## src/rtl/or_8_bits_pkg.sv

```systemverilog
// Shared definitions for the structural 8-bit OR block: word width,
// word type and the result register's reset value.
package or_8_bits_pkg;

  localparam int WIDTH = 8;

  typedef logic [WIDTH-1:0] word_t;

  localparam word_t RESET_VALUE = '0;

endpackage

```

## src/rtl/or_1_bit.sv

```systemverilog
// Single-bit OR cell; the 8-bit OR is built by replicating this cell per bit.
module or_1_bit (
  input  logic a,
  input  logic b,
  output logic s
);

  assign s = a | b;

endmodule

```

## src/rtl/or_8_bits_structure.sv

```systemverilog
// Structural 8-bit OR with a registered copy of the result and a valid flag.
// Defining OR_8_BITS_STRUCTURE_ZERO_FLAG_EN adds the registered ZERO flag.
module or_8_bits_structure #(
  parameter int WIDTH = or_8_bits_pkg::WIDTH
) (
  input  logic             clk,
  input  logic             rst,
  input  logic [WIDTH-1:0] A,
  input  logic [WIDTH-1:0] B,
  input  logic             EN,
  output logic [WIDTH-1:0] S,
`ifdef OR_8_BITS_STRUCTURE_ZERO_FLAG_EN
  output logic             ZERO,
`endif
  output logic [WIDTH-1:0] S_REG,
  output logic             S_VALID
);

  import or_8_bits_pkg::*;

  logic [WIDTH-1:0] orBits;

  // One OR cell per bit; S is purely combinational and ignores clk/rst/EN.
  for (genvar i = 0; i < WIDTH; i++) begin : g_bit
    or_1_bit u_or_1_bit (
      .a(A[i]),
      .b(B[i]),
      .s(orBits[i])
    );
  end

  assign S = orBits;

  // Reset wins over EN; with EN low the captured result is held.
  always_ff @(posedge clk) begin
    if (rst) begin
      S_REG   <= RESET_VALUE;
      S_VALID <= 1'b0;
`ifdef OR_8_BITS_STRUCTURE_ZERO_FLAG_EN
      ZERO    <= 1'b1;
`endif
    end else if (EN) begin
      S_REG   <= orBits;
      S_VALID <= 1'b1;
`ifdef OR_8_BITS_STRUCTURE_ZERO_FLAG_EN
      ZERO    <= (orBits == '0);
`endif
    end
  end

endmodule

```

## config.mk

```make
export PLATFORM = sky130hd
export DESIGN_NAME = or_8_bits_structure
export DESIGN_NICKNAME = d
export VERILOG_FILES = /design/src/rtl/or_8_bits_pkg.sv /design/src/rtl/or_1_bit.sv /design/src/rtl/or_8_bits_structure.sv
export SDC_FILE = /design/constraint.sdc
export NUM_CORES = 1
export LEC_CHECK = 0
export CAP_MARGIN = 20
export CORE_MARGIN = 2
export CORE_UTILIZATION = 27
export CTS_CLUSTER_SIZE = 30
export DETAILED_ROUTE_END_ITERATION = 10
export HOLD_SLACK_MARGIN = 0.03
export PLACE_DENSITY = 0.86
export SLEW_MARGIN = 20
export SYNTH_ARGS = -nofsm -noshare
export SYNTH_HDL_FRONTEND = slang
export SYNTH_HIERARCHICAL = 1
export SYNTH_SLANG_ARGS = --single-unit
```

## constraint.sdc

```tcl
create_clock -name clk -period 0.8 [get_ports clk]
set_input_delay 0.16 -clock clk [delete_from_list [all_inputs] [get_ports clk]]
set_output_delay 0.16 -clock clk [all_outputs]
set_load 0.05 [all_outputs]
```

==> metrics <==
status finished, violations left; Most used DFF post-synth dfxtp_1; multi-input logic area 195.2 µm²; Detailed Place HPWL 913 µm; number of port buffers 35; max incr delay on CP 360 ps; # nets final 98; worst r2r dst S_VALID; max-slew violations 0; WP data required 640 ps; CTS max path bufs 2; fin crit share 114.9%; remaining antenna violation count 0; top cells by instance count after synthesis nor2_1, dfxtp_1, mux2i_1, or2_1; most common cell in the netlist nor2_1; WHS Path Cells 4; final std cells w/o fill 93; Worst slew margin 78.28%; Worst EP arrival 760 ps; leading area contributor after synthesis dfxtp_1; DIE WIDTH 40.66 µm; Synth Cell Area 362.8 µm²; total power divided by cell area 1536 nW/µm²; CP Capture Type output port; Seq/Total Area, Yosys 49.66%; worst hold path endpoint S_REG[1]; Max Fclk 1.088 GHz; VDD IR max 1022 µV; Gate Count Post-Synth 37; global-route wire length before repair 1.676 mm; DRC Markers 0; H-tree levels 1; asr flop ratio synth 0%; Clk pin slew, worst setup/hold paths 70 ps; Mean Syn Cell Area 9.807 µm²; number of global-route vias before repair 409; TritonRoute pass-1 iters 2; number of diodes 0; Max-Cap Viols 0; die area 1653 µm²; min Tclk post-route 918.9 ps; Hold Path Origin A[1]; Yosys top cell area share 49.66%; root buf cell clkbuf_4; initial core utilization 28.24%; Post-synth EDFFs 0; 1st-iter DRT viols 1; setup tns final -1052 ps; layout filler cell count 89; Netlist cell types 6; CTS tree built; leakage power 0.4736 nW; largest fanout on the critical path 2; register area 193.9 µm²; Final Hold Fails 0; WP buf/inv 1; Core Rows 13; RSZ-0062 raised after global routing yes; Worst R2R Start S_VALID; CTS Sinks 9; share of cells above drive strength 1 75.64%; DP Area 933.4 µm²; reg-to-reg setup timing slack 80 ps; Crit path max-delay family flip-flops; Core Footprint 1285 µm²; placed insts 87; CTS Buf Count 3; largest net degree at the start of global routing 10; HP Class input port to register; Die Y 40.66 µm; r2r worst-path depth 3; vias per cell 4.215; Setup Skew 0 ps; setup violators final 17; via count 392; Avg WL per Cell 11.95 µm; I/O Pins 36; total track usage 16.29%; fin area 977.2 µm²; WL final 1.111 mm; syn nets 56; #FFs+latches synth 9; Worst-Skew Late Latency 250 ps; Slowest cell on crit path dfxtp_4; failing checks setup timing; Setup WS pre-CTS -418.5 ps; antenna violations before repair 0; Setup WS post-layout -118.9 ps; Critical Path Start Type register; synth warn 6; P&R area growth vs syn 169.3%; final global-route overflow total 0; CP cell instances buf_12; gpl congestion 0.5473; Post-CTS Hold Buffers 0; Crit Path Class register to output port; worst slew pin tran 325.3 ps; top cells by area, synth dfxtp_1, mux2i_1, or2_1, nor2_1, buf_6
worst max-delay path by stage:
| stage | slack (ps) | cells after the start | startpoint | to |
|---|---|---|---|---|
| 3_3_place_gp | -350 | 4 | EN | S_REG[4] |
| 5_1_grt | -150 | 1 | S_REG[6] | S_REG[6] |
| 6_report | -120 | 1 | S_REG[5] | S_REG[5] |
| 2_1_floorplan | 20 | 3 | B[0] | S_REG[0] |
| 3_5_place_dp | -420 | 4 | EN | S_REG[5] |
| 4_1_cts | -130 | 1 | S_REG[5] | S_REG[5] |
power by group:
| group | total (mW) | switching, mW | internal, mW | leakage [nW] |
|---|---|---|---|---|
| combinational | 0.630 | 0.291 | 0.339 | 0.378 |
| clock | 0.347 | 0.163 | 0.184 | 0.0177 |
| sequential | 0.524 | 0.0356 | 0.489 | 0.0777 |
| total | 1.50 | 0.489 | 1.01 | 0.474 |
cells in the final DEF, fill, tap and decap left out:
master,count
or2_4,8
nor2_4,1
clkinv_2,1
dfxtp_2,8
clkbuf_4,3
dfxtp_4,1
dlymetal6s2s_1,1
buf_6,12
dlygate4sd2_1,1
buf_2,6
buf_4,2
nor2_1,9
buf_12,17
mux2i_1,8
area by class of cell:
cell class                      count  share of cell area, %
Multi-Input combinational cell     26                  19.97
Tap cell                           15                  1.921
Clock inverter                      1                 0.5122
Clock buffer                        3                  2.305
Timing Repair Buffer               39                  55.44
Sequential cell                     9                  19.85
timing repair:
action                                  4_1_cts  5_1_grt
pin swaps                                     8        3
gates resized for setup                      59        6
setup buffers                                 2        1
endpoints found under the setup margin       25       25
hold endpoints to repair                      0        0
cells by family after synthesis:
| group | synth area share (%) |
|---|---|
| buffers and inverters | 4.137 |
| multiplexers | 22.07 |
| AND/OR/NAND/NOR | 24.14 |
| flip-flops | 49.65 |
registers in the layout (all words and copies together) (netlist names):
| register | flops |
|---|---|
| S_REG | 8 |
| S_VALID | 1 |
metrics by stage:
stage | hold slack (ps) | power, mW | utilization (%)
floorplan | 432.3 | 0.8079 | -
global placement | 473.3 | 1.153 | 72.64
detailed placement | 494.3 | 1.164 | 72.64
CTS | 246.6 | 1.509 | 74.10
global route | 265.1 | 1.570 | 76.05
finish | 252.4 | 1.501 | 76.05
metal layers:
metal | wire [µm] | vias to the layer above | GRT usage, %
met5 | 0 | - | 0
met4 | 10 | 0 | 10.00
met3 | 91 | 2 | 3.804
met2 | 582 | 20 | 28.17
met1 | 427 | 170 | 17.76
li1 | - | 200 | -
Note: power is estimated with default switching activity, not from simulation.
